## src/rtl/mem_access.sv

```systemverilog
// rtl/mem_access.sv - MEM stage: load/store decode, alignment check, req/ack data bus, read capture
module mem_access (
    input  logic        clk,
    input  logic        rst,
    input  logic        stall,
    input  logic        flush,
    input  logic [7:0]  aluop,
    input  logic [31:0] m_vaddr,
    input  logic [31:0] opr2,
    output logic        bus_req,
    output logic        bus_wr,
    output logic [3:0]  bus_be,
    output logic [31:0] bus_addr,
    output logic [31:0] bus_wdata,
    input  logic        bus_ack,
    input  logic [31:0] bus_rdata,
    output logic [31:0] m_rdata,
    output logic        stallreq,
    output logic        exc_adel,
    output logic        exc_ades
);
    localparam logic [7:0] OP_LB  = 8'h20, OP_LH  = 8'h21, OP_LWL = 8'h22, OP_LW  = 8'h23;
    localparam logic [7:0] OP_LBU = 8'h24, OP_LHU = 8'h25, OP_LWR = 8'h26;
    localparam logic [7:0] OP_SB  = 8'h28, OP_SH  = 8'h29, OP_SWL = 8'h2a, OP_SW  = 8'h2b;
    localparam logic [7:0] OP_SWR = 8'h2e;

    typedef enum logic [1:0] {IDLE, BUSY, HOLD, DRAIN} state_t;
    state_t state, state_nxt;

    logic        is_load, is_store, addr_err, go;
    logic [1:0]  a;
    logic [3:0]  c_be;
    logic [31:0] c_wdata;
    logic [31:0] l_addr, l_wdata;
    logic [3:0]  l_be;
    logic        l_wr;

    assign a = m_vaddr[1:0];

    always_comb begin
        is_load  = 1'b0;
        is_store = 1'b0;
        addr_err = 1'b0;
        c_be     = 4'b1111;
        c_wdata  = opr2;
        case (aluop)
            OP_LB, OP_LBU, OP_LWL, OP_LWR: is_load = 1'b1;
            OP_LH, OP_LHU: begin
                is_load  = 1'b1;
                addr_err = a[0];
            end
            OP_LW: begin
                is_load  = 1'b1;
                addr_err = |a;
            end
            OP_SB: begin
                is_store = 1'b1;
                c_be     = 4'b0001 << a;
                c_wdata  = {4{opr2[7:0]}};
            end
            OP_SH: begin
                is_store = 1'b1;
                addr_err = a[0];
                c_be     = a[1] ? 4'b1100 : 4'b0011;
                c_wdata  = {2{opr2[15:0]}};
            end
            OP_SW: begin
                is_store = 1'b1;
                addr_err = |a;
            end
            OP_SWL: begin
                is_store = 1'b1;
                case (a)
                    2'b00:   begin c_be = 4'b0001; c_wdata = {24'b0, opr2[31:24]}; end
                    2'b01:   begin c_be = 4'b0011; c_wdata = {16'b0, opr2[31:16]}; end
                    2'b10:   begin c_be = 4'b0111; c_wdata = {8'b0, opr2[31:8]};   end
                    default: begin c_be = 4'b1111; c_wdata = opr2;                 end
                endcase
            end
            OP_SWR: begin
                is_store = 1'b1;
                case (a)
                    2'b00:   begin c_be = 4'b1111; c_wdata = opr2;                 end
                    2'b01:   begin c_be = 4'b1110; c_wdata = {opr2[23:0], 8'b0};   end
                    2'b10:   begin c_be = 4'b1100; c_wdata = {opr2[15:0], 16'b0};  end
                    default: begin c_be = 4'b1000; c_wdata = {opr2[7:0], 24'b0};   end
                endcase
            end
            default: ;
        endcase
    end

    assign exc_adel = is_load  & addr_err & ~flush;
    assign exc_ades = is_store & addr_err & ~flush;
    assign go       = (is_load | is_store) & ~addr_err & ~flush;

    always_comb begin
        state_nxt = state;
        bus_req   = 1'b0;
        bus_wr    = 1'b0;
        bus_be    = 4'b0;
        bus_addr  = 32'b0;
        bus_wdata = 32'b0;
        stallreq  = 1'b0;
        case (state)
            IDLE: begin
                if (go) begin
                    bus_req   = 1'b1;
                    bus_wr    = is_store;
                    bus_be    = c_be;
                    bus_addr  = {m_vaddr[31:2], 2'b00};
                    bus_wdata = c_wdata;
                    stallreq  = ~bus_ack;
                    if (bus_ack) state_nxt = stall ? HOLD : IDLE;
                    else         state_nxt = BUSY;
                end
            end
            BUSY, DRAIN: begin
                bus_req   = 1'b1;
                bus_wr    = l_wr;
                bus_be    = l_be;
                bus_addr  = l_addr;
                bus_wdata = l_wdata;
                // The ack cycle of a live transaction releases the pipeline so the same op is not reissued
                stallreq  = (state == DRAIN) | ~bus_ack;
                if (state == DRAIN) begin
                    if (bus_ack) state_nxt = IDLE;
                end else if (bus_ack) begin
                    state_nxt = (stall & ~flush) ? HOLD : IDLE;
                end else if (flush) begin
                    state_nxt = DRAIN;
                end
            end
            HOLD: if (~stall | flush) state_nxt = IDLE;
            default: state_nxt = IDLE;
        endcase
    end

    always_ff @(posedge clk or negedge rst) begin
        if (!rst) begin
            state   <= IDLE;
            l_addr  <= 32'b0;
            l_wdata <= 32'b0;
            l_be    <= 4'b0;
            l_wr    <= 1'b0;
            m_rdata <= 32'b0;
        end else begin
            state <= state_nxt;
            if (state == IDLE && go) begin
                l_addr  <= {m_vaddr[31:2], 2'b00};
                l_wdata <= c_wdata;
                l_be    <= c_be;
                l_wr    <= is_store;
            end
            if (bus_ack && ((state == IDLE && go && is_load) || (state == BUSY && !l_wr)))
                m_rdata <= bus_rdata;
        end
    end
endmodule
```

## config.mk

```make
export PLATFORM = sky130hd
export DESIGN_NAME = mem_access
export DESIGN_NICKNAME = d
export VERILOG_FILES = /design/src/rtl/mem_access.sv
export SDC_FILE = /design/constraint.sdc
export NUM_CORES = 1
export LEC_CHECK = 0
export BUFFER_PORTS_ARGS = -buffer_cell sky130_fd_sc_hd__buf_2
export CORE_ASPECT_RATIO = 1.75
export CORE_MARGIN = 2
export CORE_UTILIZATION = 55
export CTS_CLUSTER_DIAMETER = 50
export DETAILED_ROUTE_END_ITERATION = 16
export GPL_TIMING_DRIVEN = 1
export PLACE_DENSITY = 0.95
export SETUP_SLACK_MARGIN = 0.02
export SLEW_MARGIN = 20
export SYNTH_ARGS = -nofsm -noshare
export SYNTH_HDL_FRONTEND = slang
export SYNTH_SLANG_ARGS = --single-unit
```

## constraint.sdc

```tcl
create_clock -name clk -period 3.4 [get_ports clk]
set_input_delay 0 -clock clk [delete_from_list [all_inputs] [get_ports clk]]
set_output_delay 0 -clock clk [all_outputs]
set_load 0.1 [all_outputs]
```

### Word level (Yosys, flattened, before mapping)

Index checks and enable logic that the tools add are counted.

| word-level totals | value |
|---|---|
| register bits after elaboration | 101 |
| input port bits | 109 |
| output and inout port bits | 105 |

| operators by class | value |
|---|---|
| equal/unequal tests | 21 |
| shift operators | 1 |
| multiplexer cells | 32 |
| bitwise logic cells | 14 |
| reductions and logical operators | 15 |

Operators with widths:

| kind | number |
|---|---|
| one-hot mux 32 bit (3 select lines) | 2 |
| one-hot mux 32 bit (2 select lines) | 2 |
| one-hot mux 32 bit (4 select lines) | 1 |
| == test 8 x 6 -> 1 bit, second input constant | 12 |
| two-way mux 32 bit | 2 |
| two-way mux 2 bit | 9 |
| one-hot mux 4 bit (4 select lines) | 1 |
| one-hot mux 4 bit (3 select lines) | 1 |
| one-hot mux 3 bit (3 select lines) | 1 |
| two-way mux 4 bit | 2 |
| one-hot mux 1 bit (2 select lines) | 4 |
| one-hot mux 4 bit (2 select lines) | 1 |
| AND 1 bit | 7 |
| OR reduction 7 bit | 1 |
| == test 2 bit, second input constant | 3 |
| inequality test 3 bit, second input constant | 2 |
| one-hot mux 2 bit (3 select lines) | 1 |
| OR reduction 2 bit | 3 |
| two-way mux 1 bit | 5 |
| OR reduction 5 bit | 1 |
| == test 2 x 1 -> 1 bit, second input constant | 2 |
| logical AND 1 bit | 4 |
| logical NOT 2 bit | 2 |
| inequality test 2 bit, second input constant | 2 |
| other kinds (7) | 12 |

### Logic depth before layout (Yosys ltp)

Gate-level depths: netlist of run 1.

| logic depth | value |
|---|---|
| depth after elaboration | 10 |
| gate-level depth with buffers | 8 |

### Least setup slack after synthesis of run 1

Ideal clock, no wire load.

| timing path | value |
|---|---|
| path kind | in2out |
| from | in m_vaddr[1] |
| to | out exc_ades |
| arrival | 3.961 ns |
| required time | 3.400 ns |
| setup slack | -0.561 ns |
| cell stages on the path | 6 |
| path buffers | 4 |
| cell sequence | buf_2 -> buf_2 -> buf_2 -> buf_2 -> a21oi_1 -> nor4b_1 |

| on the way | value |
|---|---|
| longest elaborated chain between the ends | 4 |

Ends and longest elaborated chain:

| item | line | RTL |
|---|---|---|
| from (decl) | 8 | `input logic [31:0] m_vaddr,` |
| OR reduction 2 bit | 54, 69 |  |
| one-hot mux 1 bit (2 select lines) | 46 | `case (aluop)` |
| AND 1 bit (2 in series) | 94 | `assign exc_ades = is_store & addr_err & ~flush;` |
| to (decl) | 20 | `output logic exc_ades` |

Every way passes these cells.

### Worst setup path after layout of run 1

| timing path | value |
|---|---|
| from | reg state[1] |
| to | out bus_wdata[9] |

| on the way | value |
|---|---|
| longest elaborated chain between the ends | 3 |

Ends and longest elaborated chain:

| item | line | RTL |
|---|---|---|
| from (decl) | 28 | `state_t state, state_nxt;` |
| from (signal assigned) | 148 | `state <= state_nxt;` |
| == test 2 bit or == test 2 x 1 -> 1 bit (tied branches) | 105 | `case (state)` |
| OR reduction 2 bit | 105 |  |
| one-hot mux 32 bit (2 select lines) * | 105 |  |
| to (decl) | 14 | `output logic [31:0] bus_wdata,` |

Every way passes the cells marked *; elsewhere a longest branch is shown, timed or not.

==> reports/summary.md, run 1 <==
The run finished with clean final reports. Leaving out fill and tap cells, the most frequent cell in the layout is sky130_fd_sc_hd__buf_2. CTS placed an instance of sky130_fd_sc_hd__clkbuf_16 at the clock tree root. First-pass GRT wire length: 32.14 mm. Tracing the worst setup path back leads to its startpoint at state[1]. The horizontal die dimension is 84.53 um, and the number of antenna-violating nets in the routed design is 0. The critical path start-end classification was flip-flop to primary output. The run gives 57 as the count of distinct cell types in the synthesized netlist. For the pin with the worst max-slew slack, the measured transition is 0.8323 ns.

Across the VDD grid, the largest voltage drop is 0.0006974 V. Entering global routing, the biggest net connects 77 pins. The clock net sink count came out at 101.

The logs give 777 for the filler cell count and 0 for the number of DRC violations after detailed routing. The core footprint came out at 11100 um^2. The logs give 0.3256 for the global routing usage summed across all routing layers and 0.4451 for the tightest slew margin relative to the limit. After legalization and detailed placement, the total HPWL measured 13.24 mm. The number of buffers inserted by hold repair at cts came out at 65.

214 I/O pins were placed. The number of setup buffers added after CTS is 0. The final core area utilization was 0.7448. The initialized floorplan defines 51 standard-cell rows. After clock tree synthesis, the clock-pin slew on the worst setup and hold paths is 0.08 ns. Final count of negative-setup-slack endpoints: 0. The largest total area in the synthesized netlist belongs to sky130_fd_sc_hd__dfrtp_1. The tools report the total number of H-tree levels as 3. The synthesized design contains 101 register bits.

For the sequential fraction of design power, the log shows 0.387. The library cells used most frequently in the layout, excluding fill and tap cells, are 210 x sky130_fd_sc_hd__buf_2, 204 x sky130_fd_sc_hd__nand2_1, 100 x sky130_fd_sc_hd__dfrtp_1. Setup repair after global routing left no endpoint under its margin. TritonCTS built the clock tree.

Number of global-route vias before repair: 6567. The final routed wirelength across all metal layers was 20.16 mm; the worst hold slack across all endpoints was 0.03755 ns. The logs give 0 for the number of maximum-capacitance constraint violations and 0 for the final max-slew violation count.

Summed over all failing endpoints, the final setup total negative slack is 0 ns. The count of warnings emitted by yosys is 0, and the final hold violation count is 0. The async set-reset flop share out of synthesis was 1.000; the top cell type's share of synthesized area was 0.4049. The smallest clock period supported by the final layout is computed as 2.673 ns. The data arrival time of the worst path is 2.67 ns. The tools report the number of nets in the finished design as 1062. The signal on the critical path passes through nor3_1 -> nand2_1 -> nor2_4 -> buf_12 -> a32oi_1 -> o21ai_0 -> buf_2. The fraction of power consumed by combinational cells was 0.356; the total chip power was 0.004191 W. The per-cell routed wire length is 18.49 um. For the maximum clock frequency, the log shows 374.1 MHz. The later pin in the worst-skew pair is clocked with a latency of 0.34 ns. In this run, synthesis inferred 0 flip-flops with an integrated enable. Input and output buffers added on the ports amount to 211. Power spread over the standard cell area amounts to 506.8 nW/um^2. The floorplan step set the die height to 144.9 um. The worst setup path is launched from a flip-flop. Share of the cycle needed by the critical path after routing: 0.7861.

The tools report the clock network fraction of total power as 0.257. After the first detailed-routing iteration, the DRC count stood at 442. For this run the aggregate overflow at the end of global routing stands at 0. The tools report the initial core utilization as 0.5622. The initial antenna violation count was 0.

Using the TritonRoute via totals, the vias-per-cell ratio works out to 6.033. The share of total power consumed by net switching was 0.4138; the share of the yosys chip area belonging to registers was 0.4049. The largest single stage delay on the critical path is 0.49 ns. For this design, the slowest cell found on the critical path is sky130_fd_sc_hd__buf_2. The synthesized netlist occupies a cell area of 6242 um^2. The static power due to leakage is 4.451 nW, and the internal power component is 0.002457 W.

The pre-antenna-repair detailed-routing pass consisted of 5 iterations. The worst-path maximum fanout was 28; the net switching component of the power was 0.001734 W. The placer's final routability congestion estimate came out at 1.038. In the post-synthesis netlist, the biggest area contributors are sky130_fd_sc_hd__dfrtp_1 40%, sky130_fd_sc_hd__nand2_1 12%, sky130_fd_sc_hd__mux2_1 5.4%, sky130_fd_sc_hd__a21oi_1 3.1%, sky130_fd_sc_hd__mux2i_1 2.7%. The final worst clock skew was 0.01010 ns. In this run the worst hold path is classified as input pin to flip-flop. The average cell area after synthesis works out to 8.767 um^2. Start point of the worst hold path: opr2[11]. The fraction of final layout cells with drive strength greater than 1 works out to 0.2944. The number of antenna diodes in the final layout is 0.

The cell count after synthesis came out at 712. Summing over every cut layer, the via total after detailed routing is 6576. At the worst endpoint, the required time is 3.40 ns. Counting along the longest clock path gives a buffer depth of 2. The endpoint class of the critical path was a primary output.

TritonCTS created 9 clock buffers. Before CTS, the worst setup slack after placement is 0.9749 ns. Setup slack closes at 0.7272 ns.

In the synthesized netlist the dominant register cell turns out to be sky130_fd_sc_hd__dfrtp_1. The floorplan step defined a die boundary enclosing 12250 um^2. Relative to the synthesized area, the layout overhead comes to 32.47%. Beginning of the worst register-to-register path: state[1]. After clock tree synthesis, the repair step resized 0 gates.
==> stage by stage <==
stage	instances	instance area, um^2
3_3_place_gp	1009	7303
6_report	1090	8269
4_1_cts	1090	8269
2_1_floorplan	713	6252
5_1_grt	1090	8269
3_5_place_dp	1009	7303
==> Yosys cell counts, types with 3 or more instances <==
library cell / n
sky130_fd_sc_hd__a2bb2oi_1: 8
sky130_fd_sc_hd__o2bb2ai_2: 8
sky130_fd_sc_hd__nor2_1: 33
sky130_fd_sc_hd__a32o_1: 8
sky130_fd_sc_hd__and3_1: 5
sky130_fd_sc_hd__a22oi_1: 12
sky130_fd_sc_hd__a32oi_1: 4
sky130_fd_sc_hd__nand3_1: 7
sky130_fd_sc_hd__o21ai_1: 6
sky130_fd_sc_hd__mux2_1: 30
sky130_fd_sc_hd__a21o_1: 7
sky130_fd_sc_hd__buf_6: 4
sky130_fd_sc_hd__a221o_1: 8
sky130_fd_sc_hd__a22o_1: 10
sky130_fd_sc_hd__buf_2: 20
sky130_fd_sc_hd__a211oi_1: 6
sky130_fd_sc_hd__nor3b_1: 3
sky130_fd_sc_hd__dfrtp_1: 101
sky130_fd_sc_hd__o31ai_1: 9
sky130_fd_sc_hd__o2bb2ai_1: 8
sky130_fd_sc_hd__mux2i_1: 17
sky130_fd_sc_hd__a311o_1: 3
sky130_fd_sc_hd__nand2_1: 204
sky130_fd_sc_hd__inv_1: 12
sky130_fd_sc_hd__a21oi_1: 39
sky130_fd_sc_hd__o211ai_1: 3
sky130_fd_sc_hd__o21ai_0: 31
sky130_fd_sc_hd__mux2_4: 8
sky130_fd_sc_hd__nand2b_1: 3
sky130_fd_sc_hd__mux2_2: 12
sky130_fd_sc_hd__clkbuf_1: 29
sky130_fd_sc_hd__buf_4: 5
sky130_fd_sc_hd__nand3b_1: 14
==> cell families after synthesis <==
family          share of synthesized area
mux                                0.1223
flops                              0.4049
compound gates                     0.2069
other cells                     0.0006007
buf+inv                           0.05592
simple gates                       0.2095
==> area by class of cell <==
cell class	instances	area [um^2]	share of cell area
multi-input combinational	539	3388	0.4097
sequential	101	2529	0.3058
timing repair buffer	290	1827	0.2209
clock buffer	10	239.0	0.02890
tap	132	165.2	0.01997
clock inverter	6	76.32	0.009230
inverter	12	45.04	0.005447
==> worst max-delay path, delay by kind of cell, from the launching register on <==
| kind | cells | cell delay (ns) |
|---|---|---|
| buf+inv | 2 | 0.73 |
| flops | 1 | 0.42 |
| simple gates | 3 | 0.90 |
| compound gates | 2 | 0.27 |
==> power by group through the flow <==
stage               clock [W]  combinational, W  sequential (W)
global route          0.00114           0.00156         0.00165
floorplan                   0          0.000480         0.00224
detailed placement          0           0.00141         0.00163
CTS                   0.00110           0.00147         0.00161
global placement            0           0.00138         0.00161
finish                0.00108           0.00149         0.00162
==> state kept, by name, indices dropped and copies added, names as in the netlist <==
| signal | flops |
|---|---|
| l_be | 4 |
| m_rdata | 32 |
| state | 2 |
| l_wr | 1 |
| l_wdata | 32 |
| l_addr | 30 |
==> metal layers <==
| layer | track usage | up-vias | part of all wire |
|---|---|---|---|
| met1 | 0.3810 | 3084 | 0.36 |
| met5 | 0 | - | 0 |
| li1 | - | 2988 | - |
| met4 | 0.2103 | 0 | 0.064 |
| met3 | 0.04266 | 115 | 0.066 |
| met2 | 0.5500 | 389 | 0.51 |
==> path summary, 6_finish.rpt <==
path                            depth (start not counted)  slack (ns)            to
worst min register to register                          2        0.48     l_addr[4]
worst max-delay path                                    7        0.73  bus_wdata[9]
min in group asynchronous                               2        0.30   l_wdata[15]
worst min-delay path                                    3        0.04   l_wdata[11]
worst max register to register                          5        1.28    l_wdata[6]
max in group asynchronous                               3        2.30     l_addr[9]
Power figures use the tool's default switching activity.
==> inputs of run 2 (changes only) <==
--- a/config.mk
+++ b/config.mk
@@ -5,14 +5,15 @@
 export SDC_FILE = /design/constraint.sdc
 export NUM_CORES = 1
 export LEC_CHECK = 0
+export ABC_AREA = 1
 export BUFFER_PORTS_ARGS = -buffer_cell sky130_fd_sc_hd__buf_2
 export CORE_ASPECT_RATIO = 1.75
 export CORE_MARGIN = 2
-export CORE_UTILIZATION = 55
+export CORE_UTILIZATION = 46
 export CTS_CLUSTER_DIAMETER = 50
 export DETAILED_ROUTE_END_ITERATION = 16
 export GPL_TIMING_DRIVEN = 1
-export PLACE_DENSITY = 0.95
+export PLACE_DENSITY = 0.88
 export SETUP_SLACK_MARGIN = 0.02
 export SLEW_MARGIN = 20
 export SYNTH_ARGS = -nofsm -noshare
==> constraint.sdc (replaced) <==
create_clock -name clk -period 2.2 [get_ports clk]
set_input_delay 0 -clock clk [delete_from_list [all_inputs] [get_ports clk]]
set_output_delay 0 -clock clk [all_outputs]
set_load 0.1 [all_outputs]
==> reports/summary.md, run 2 <==
The logs give 0 (unchanged) for the final count of negative-setup-slack endpoints and 214 (unchanged) for the count of pins on the block boundary. The power density relative to cell area came out at 1469 nW/um^2 (+190%). The run gives 1.566 mm (+18%) as the wire length on met3. The clock slew at the register clock pins of the worst setup and hold paths was 0.07 ns (about the same). For the number of iterations in the first detailed-routing pass, the log shows 5 (unchanged).

The first-pass GRT wire length was 37.32 mm (+16%). The critical path goes through buf_2 -> inv_1 -> nand2_1 -> nor2_8 -> nand2_2 -> clkinvlp_4 -> buf_4 -> nand2_1 -> o21ai_0 -> o31ai_1 -> o21ai_0 -> buf_12. The number of nets in the finished design is 1240 (+17%), and the total CTS buffers is 9 (unchanged).

The number of global-route vias before repair is 7179 (+9.3%), and the number of core rows is 55 (+7.8%). The per-cell routed wire length came out at 18.37 um (-0.66%). Pin slew with the least headroom to its limit: 0.6965 ns (-0.1358 ns). Sorting the synthesized cells by how often they occur yields 266 x sky130_fd_sc_hd__nand2_1, 126 x sky130_fd_sc_hd__o21ai_0, 101 x sky130_fd_sc_hd__dfrtp_1, 97 x sky130_fd_sc_hd__inv_1, 47 x sky130_fd_sc_hd__nand3_1. The cell count after synthesis was 860 (+21%); the number of maximum-capacitance constraint violations was 0 (unchanged). The largest registers in the layout are l_wdata: 32 flops, m_rdata: 32 flops, l_addr: 30 flops. For this design, the slowest cell found on the critical path is sky130_fd_sc_hd__o31ai_1. The vias per cell is 5.611 (-7.0%). The initial core utilization is 0.4694 (-0.09278). The final max-slew violation count came out at 0 (unchanged). Ranked by total cell area, the synthesized netlist is headed by sky130_fd_sc_hd__dfrtp_1 42%, sky130_fd_sc_hd__nand2_1 17%, sky130_fd_sc_hd__o21ai_0 10%, sky130_fd_sc_hd__inv_1 6.0%, sky130_fd_sc_hd__nand3_1 3.9%.

The placed wire-length estimate was 15.88 mm (+20%). The async set-reset flop share out of synthesis is 1.000 (unchanged). The number of flip-flops and latches in the synthesized netlist works out to 101 (unchanged). STA classifies the critical path endpoint as a primary output.

The tools report the met1 wire length as 8.194 mm (+14%). For the clock tree buffer depth, the log shows 2 (unchanged). The data arrival time of the worst path was 2.09 ns (-0.58 ns). The die height is 155.6 um (+7.4%), and the met2 wire length is 12.63 mm (+22%). Final routed wirelength across all metal layers: 24.01 mm (+19%). Uppermost layer routed: met4. For the count of distinct cell types in the synthesized netlist, the log shows 33 (-42%).

Share of the yosys chip area belonging to registers: 0.4184 (+0.01350). The worst hold path belongs to the class input pin to flip-flop. Placer's final routability congestion estimate: 0.9889 (-4.8%). Timing would allow up to 478.2 MHz. Pin count of the biggest net entering global routing: 52 (-32%).

In the post-synthesis netlist, the cell with the most instances is sky130_fd_sc_hd__nand2_1. For the area used by multi-input combinational logic, the log shows 2880 um^2 (-15%). The flow ran to the end, and the final reports show no timing, DRC or antenna violations. Worst IR drop on VDD: 0.0006151 V (-12%). The run gives 0.42 ns (-0.86 ns) as the setup slack of the worst register-to-register path.

The area enclosed by the die boundary came out at 14100 um^2 (+15%). TritonCTS built the clock tree. Leaving out fill and tap cells, the most frequent cells in the layout are 265 x sky130_fd_sc_hd__nand2_1, 139 x sky130_fd_sc_hd__buf_2, 101 x sky130_fd_sc_hd__dfrtp_1. The filler cell count was 952 (+23%); the count of buffers from port buffering was 211 (unchanged). The core footprint was 12870 um^2 (+16%). The cell chosen for the clock root was sky130_fd_sc_hd__clkbuf_16. The total number of H-tree levels was 3 (unchanged); the minimum period implied by the final worst setup slack was 2.091 ns. The initial detailed-routing violation count came out at 502 (+14%).

Worst-path maximum fanout: 10 (-64%). The peak per-stage delay on the critical path was 0.36 ns (-0.13 ns); the static power due to leakage was 4.808 nW (+8.0%). The number of cells in the finished layout apart from fillers came out at 1307 (+20%). The worst hold slack across all endpoints came out at 0.03138 ns (-0.006171 ns).

The share of the cycle needed by the critical path after routing came out at 0.9505. The worst setup path is launched from an input pin. The total instance count after detailed placement came out at 1223 (+21%). The number of synthesized flops with an enable pin is 0 (unchanged), and the final core area utilization is 0.7277 (-0.01710). Area of all sequential standard cells: 2527 um^2 (about the same). The top cell type's share of synthesized area was 0.4184 (+0.01350).

Horizontal die dimension: 90.63 um (+7.2%). Fraction of final layout cells with drive strength greater than 1: 0.2608 (-0.03357). In the synthesized netlist the dominant register cell turns out to be sky130_fd_sc_hd__dfrtp_1. The global routing usage summed across all routing layers was 0.3348 (+0.009166); the worst endpoint required time was 2.20 ns (-1.20 ns). The run gives 0.5357 (+0.09053) as the tightest slew margin relative to the limit.

The logs give 101 (unchanged) for the clock net sink count and 0 (unchanged) for the number of antenna-violating nets in the routed design. Post-synthesis cell area: 6041 um^2 (-3.2%). Most area-hungry cell type in the Yosys netlist: sky130_fd_sc_hd__dfrtp_1. The setup path with the least slack is of type input pin to primary output. The tools report the clock latency of the later-clocked register in the worst-skew pair as 0.35 ns (about the same). The average cell area after synthesis was 7.024 um^2 (-20%).

The number of DRC violations after detailed routing was 0 (unchanged). Final worst clock skew: 0.01134 ns (+0.001233 ns). Most common cell after layout, fill and taps aside: sky130_fd_sc_hd__nand2_1. The count of warnings emitted by yosys was 0 (unchanged); the layout-stage area growth over the synthesis result was 55.01%. The total vias in the final route was 7333 (+12%). The initial antenna violation count came out at 1 (+1). Setup repair after global routing could not meet its margin everywhere.

The total congestion overflow after global routing was 0 (unchanged). The final hold violation count was 0 (unchanged).
==> run 2: cell count changes after synthesis, sizes merged, moves of 10 or more <==
cell     change
mux2i       -17
nand4       +15
o21ai      +105
o22ai       +22
a22o        -10
mux2        -50
inv         +92
nand2       +71
o2bb2ai     -16
nand3b      -15
nand3       +41
a22oi       -11
a21oi       -13
==> run 2: worst paths after layout <==
| path | startpoint | end | depth (start not counted) |
|---|---|---|---|
| worst max-delay path | aluop[7] | bus_be[1] | 12 |
| worst min-delay path | opr2[12] | l_wdata[12] | 5 |
| worst max register to register | state[0] | m_rdata[4] | 6 |
| worst min register to register | m_rdata[2] | m_rdata[2] | 2 |
| max in group asynchronous | rst | l_wdata[28] | 3 |
| min in group asynchronous | rst | l_addr[9] | 2 |
==> run 2: kinds of logic after synthesis <==
kind of cell	count (synthesis)	share of synthesized area
other	1	0.0006208
AND/OR/NAND/NOR	384	0.2695
buffers and inverters	155	0.1118
flip-flops	101	0.4184
AO/OA/AOI/OAI	219	0.1997
==> run 2: routing by layer <==
layer | vias up | global-route usage
li1 | 3359 | -
met1 | 3401 | 0.3646
met2 | 454 | 0.6063
met3 | 119 | 0.04589
met4 | 0 | 0.2117
met5 | - | 0
==> run 2: worst max-delay path, delay by kind of cell <==
kind / cells / cell delay (ns)
AND/OR/NAND/NOR: 4 / 0.48
AO/OA/AOI/OAI: 3 / 0.69
buffers and inverters: 5 / 0.89
==> run 2: area by class of cell <==
type	count	area share
clock buffer	9	0.02405
tap	171	0.02285
inverter	104	0.04209
timing repair buffer	310	0.3271
clock inverter	6	0.006146
antenna	1	0.0002672
multi-input combinational	605	0.3076
sequential	101	0.2699
==> run 2: metrics by stage <==
stage / setup slack [ns] / cell area (um^2) / TNS (ns) / power (W)
after floorplan: -0.7112 / 6071 / -16.67 / 0.009211
after global placement: 0.08665 / 8394 / 0 / 0.01182
after detailed placement: 0.09073 / 8394 / 0 / 0.01199
after CTS: 0.04732 / 9308 / 0 / 0.01363
after global routing: 0.0008196 / 9364 / 0 / 0.01428
final: 0.1090 / 9364 / 0 / 0.01375
==> run 2: timing repair <==
item | in CTS | in global routing
hold endpoints to repair | 139 | 0
hold buffers | 63 | 0
buffers inserted | 0 | 5
setup endpoints to repair | 0 | 55
resized for setup | 0 | 9
==> run 2: report_power, final <==
| group | switching [W] | leakage, nW | total, W | internal, W |
|---|---|---|---|---|
| clock | 0.000747 | 0.139 | 0.00153 | 0.000786 |
| combinational | 0.00671 | 3.43 | 0.00909 | 0.00237 |
| sequential | 0.000407 | 1.24 | 0.00313 | 0.00273 |
| total | 0.00787 | 4.81 | 0.0138 | 0.00589 |
==> inputs of run 3 (changes only) <==
--- a/config.mk
+++ b/config.mk
@@ -9,11 +9,11 @@
 export BUFFER_PORTS_ARGS = -buffer_cell sky130_fd_sc_hd__buf_2
 export CORE_ASPECT_RATIO = 1.75
 export CORE_MARGIN = 2
-export CORE_UTILIZATION = 46
+export CORE_UTILIZATION = 51
 export CTS_CLUSTER_DIAMETER = 50
 export DETAILED_ROUTE_END_ITERATION = 16
 export GPL_TIMING_DRIVEN = 1
-export PLACE_DENSITY = 0.88
+export PLACE_DENSITY = 0.92
 export SETUP_SLACK_MARGIN = 0.02
 export SLEW_MARGIN = 20
 export SYNTH_ARGS = -nofsm -noshare
==> constraint.sdc (replaced) <==
create_clock -name clk -period 2.13 [get_ports clk]
set_input_delay 0 -clock clk [delete_from_list [all_inputs] [get_ports clk]]
set_output_delay 0 -clock clk [all_outputs]
set_load 0.1 [all_outputs]
==> reports/summary.md, run 3 (synthesized netlist as in run 2, its figures left out) <==
The pin slew with the least headroom to its limit is 0.6174 ns (-0.07913 ns), and the total instance count after detailed placement is 1184 (-3.2%). The number of core rows came out at 52 (-5.5%). The tools report the number of DRC violations after detailed routing as 0 (unchanged).

The count of buffers from port buffering is 211 (unchanged). For the clock net sink count, the log shows 101 (unchanged). The final hold violation count is 0 (unchanged). The tightest slew margin relative to the limit was 0.5870 (+0.05130); the minimum period implied by the final worst setup slack was 2.049 ns. The per-cell routed wire length is 18.67 um (+1.6%). TritonCTS built the clock tree. The tools report the worst IR drop on VDD as 0.0008227 V (+34%). The cell sitting at the root of the clock tree is a sky130_fd_sc_hd__clkbuf_16. The logs give 23.69 mm (-1.3%) for the final routed wirelength across all metal layers and 0.01361 ns (-0.01777 ns) for the worst hold slack across all endpoints.

STA classifies the critical path endpoint as a primary output. The worst setup path is of the flip-flop to primary output kind. The final count of negative-setup-slack endpoints is 0 (unchanged), and the count of pins on the block boundary is 214 (unchanged).

Setup repair after global routing left no endpoint under its margin. Relative to the synthesized area, the layout overhead comes to 56.21%. The total vias in the final route was 7552 (+3.0%); the fraction of final layout cells with drive strength greater than 1 was 0.2880 (+0.02719). The horizontal die dimension was 86.27 um (-4.8%). The total chip power is 0.01453 W (+5.6%).

In this run the worst hold path is classified as input pin to flip-flop. Worst endpoint required time: 2.13 ns (-0.07 ns). The initial detailed-routing violation count was 738 (+47%); the pin count of the biggest net entering global routing was 54 (+3.8%). The clock latency of the later-clocked register in the worst-skew pair was 0.34 ns (about the same). Leaving out fill and tap cells, the most frequent cell in the layout is sky130_fd_sc_hd__nand2_1.

The placer's final routability congestion estimate is 1.028 (+4.0%), and the total number of H-tree levels is 3 (unchanged). Number of global-route vias before repair: 7323 (+2.0%). The worst-path maximum fanout works out to 45 (+35). The data arrival time of the worst path came out at 2.05 ns (-0.04 ns).

The largest registers in the layout are l_wdata: 32 flops, m_rdata: 32 flops, l_addr: 30 flops. The initial antenna violation count is 2 (+1). The die height was 148.0 um (-4.9%); the number of antenna-violating nets in the routed design was 0 (unchanged). The total CTS buffers came out at 9 (unchanged).

For the area enclosed by the die boundary, the log shows 12770 um^2 (-9.5%). The run gives 0.5216 (+0.05219) as the initial core utilization. Total congestion overflow after global routing: 0 (unchanged).

The run gives 0 (unchanged) as the number of maximum-capacitance constraint violations. The run finished with clean final reports. The core footprint is 11580 um^2 (-10%). The placed wire-length estimate is 15.33 mm (-3.5%), and the maximum clock frequency is 488.1 MHz.

The power density relative to cell area is 1539 nW/um^2 (+4.8%). The tools report the final max-slew violation count as 0 (unchanged). The global routing usage summed across all routing layers was 0.3671 (+0.03234); the final-layout setup total negative slack was 0 ns (unchanged). The run gives 2 (unchanged) as the clock tree buffer depth. Leaving out fill and tap cells, the most frequent cells in the layout are 266 x sky130_fd_sc_hd__nand2_1, 139 x sky130_fd_sc_hd__buf_2, 101 x sky130_fd_sc_hd__dfrtp_1. The number of nets in the finished design was 1236 (-0.32%). The worst setup path is launched from a flip-flop. The vias per cell was 5.951 (+6.1%); the share of the cycle needed by the critical path after routing was 0.9619.

The first-pass GRT wire length came out at 36.78 mm (-1.4%). The clock slew at the register clock pins of the worst setup and hold paths is 0.08 ns (about the same). The static power due to leakage is 4.848 nW (+0.84%), and the number of iterations in the first detailed-routing pass is 8 (+3). The run gives 0.009815 ns (-0.001522 ns) as the final worst clock skew. The number of cells in the finished layout apart from fillers came out at 1269 (-2.9%).
-- run 3: cell types whose count changed in the layout (fill, tap and decap cells not counted), moves of 3 or more --
cell and delta:
sky130_fd_sc_hd__clkinv_4 -3, sky130_fd_sc_hd__o21ai_2 +33, sky130_fd_sc_hd__o21ai_0 -21, sky130_fd_sc_hd__o21ai_1 -12, sky130_fd_sc_hd__buf_4 -5
-- run 3: layout make-up --
| cell class | count | area [um^2] |
|---|---|---|
| diodes | 2 | 5.005 |
| clock buffers | 10 | 239.0 |
| clock inverters | 6 | 52.55 |
| fillers | 664 | 2145 |
| inverters | 104 | 396.6 |
| multi-input cells | 605 | 3002 |
| flip-flops and latches | 101 | 2527 |
| well taps | 135 | 168.9 |
| repair buffers | 306 | 3045 |
-- run 3: critical path: stages (launching register included) --
cell and delay, ns:
sky130_fd_sc_hd__dfrtp_1 0.42, sky130_fd_sc_hd__nor2_2 0.16, sky130_fd_sc_hd__inv_1 0.13, sky130_fd_sc_hd__nor2_8 0.19
sky130_fd_sc_hd__buf_12 0.23, sky130_fd_sc_hd__o21ai_0 0.21, sky130_fd_sc_hd__nand2_1 0.17, sky130_fd_sc_hd__buf_12 0.19
-- run 3: metal layers --
metal | global-route usage | vias up | wire length (um) | share of wire
li1 | - | 3362 | - | -
met1 | 0.3978 | 3462 | 7718 | 0.33
met5 | 0 | - | 0 | 0
met4 | 0.2430 | 0 | 1828 | 0.077
met2 | 0.6403 | 568 | 12070 | 0.51
met3 | 0.06477 | 160 | 2065 | 0.087
-- run 3: report_power, final --
group,switching [W],total (W),internal (W)
logic,0.00712,0.00966,0.00254
registers,0.000439,0.00326,0.00282
clock network,0.000760,0.00160,0.000844
-- run 3: timing repair --
| action | in CTS | in global routing |
|---|---|---|
| resized for setup | 1 | 9 |
| pin swaps | 1 | 0 |
| hold buffers | 63 | 0 |
| buffers inserted | 3 | 1 |
| setup endpoints to repair | 9 | 49 |
| hold endpoints to repair | 143 | 0 |
-- run 3: metrics by stage --
stage / util / setup slack [ns] / cell area (um^2)
after floorplan: - / -0.3423 / 6187
after global placement: 0.7301 / 0.1228 / 8456
after detailed placement: 0.7301 / 0.1115 / 8456
after CTS: 0.8120 / 0.06798 / 9404
after global routing: 0.8148 / 0.02638 / 9437
final: 0.8148 / 0.08113 / 9437
-- run 3: path summary, 6_finish.rpt --
path | startpoint | endpoint | slack (ns) | cells past startpoint
min in group asynchronous | rst | m_rdata[3] | 0.14 | 2
max in group asynchronous | rst | l_wdata[2] | 1.35 | 3
setup reg to reg | state[0] | m_rdata[17] | 0.33 | 6
hold reg to reg | m_rdata[19] | m_rdata[19] | 0.47 | 2
setup / recovery | state[1] | bus_wdata[28] | 0.08 | 7
hold / removal | opr2[10] | l_wdata[10] | 0.01 | 5
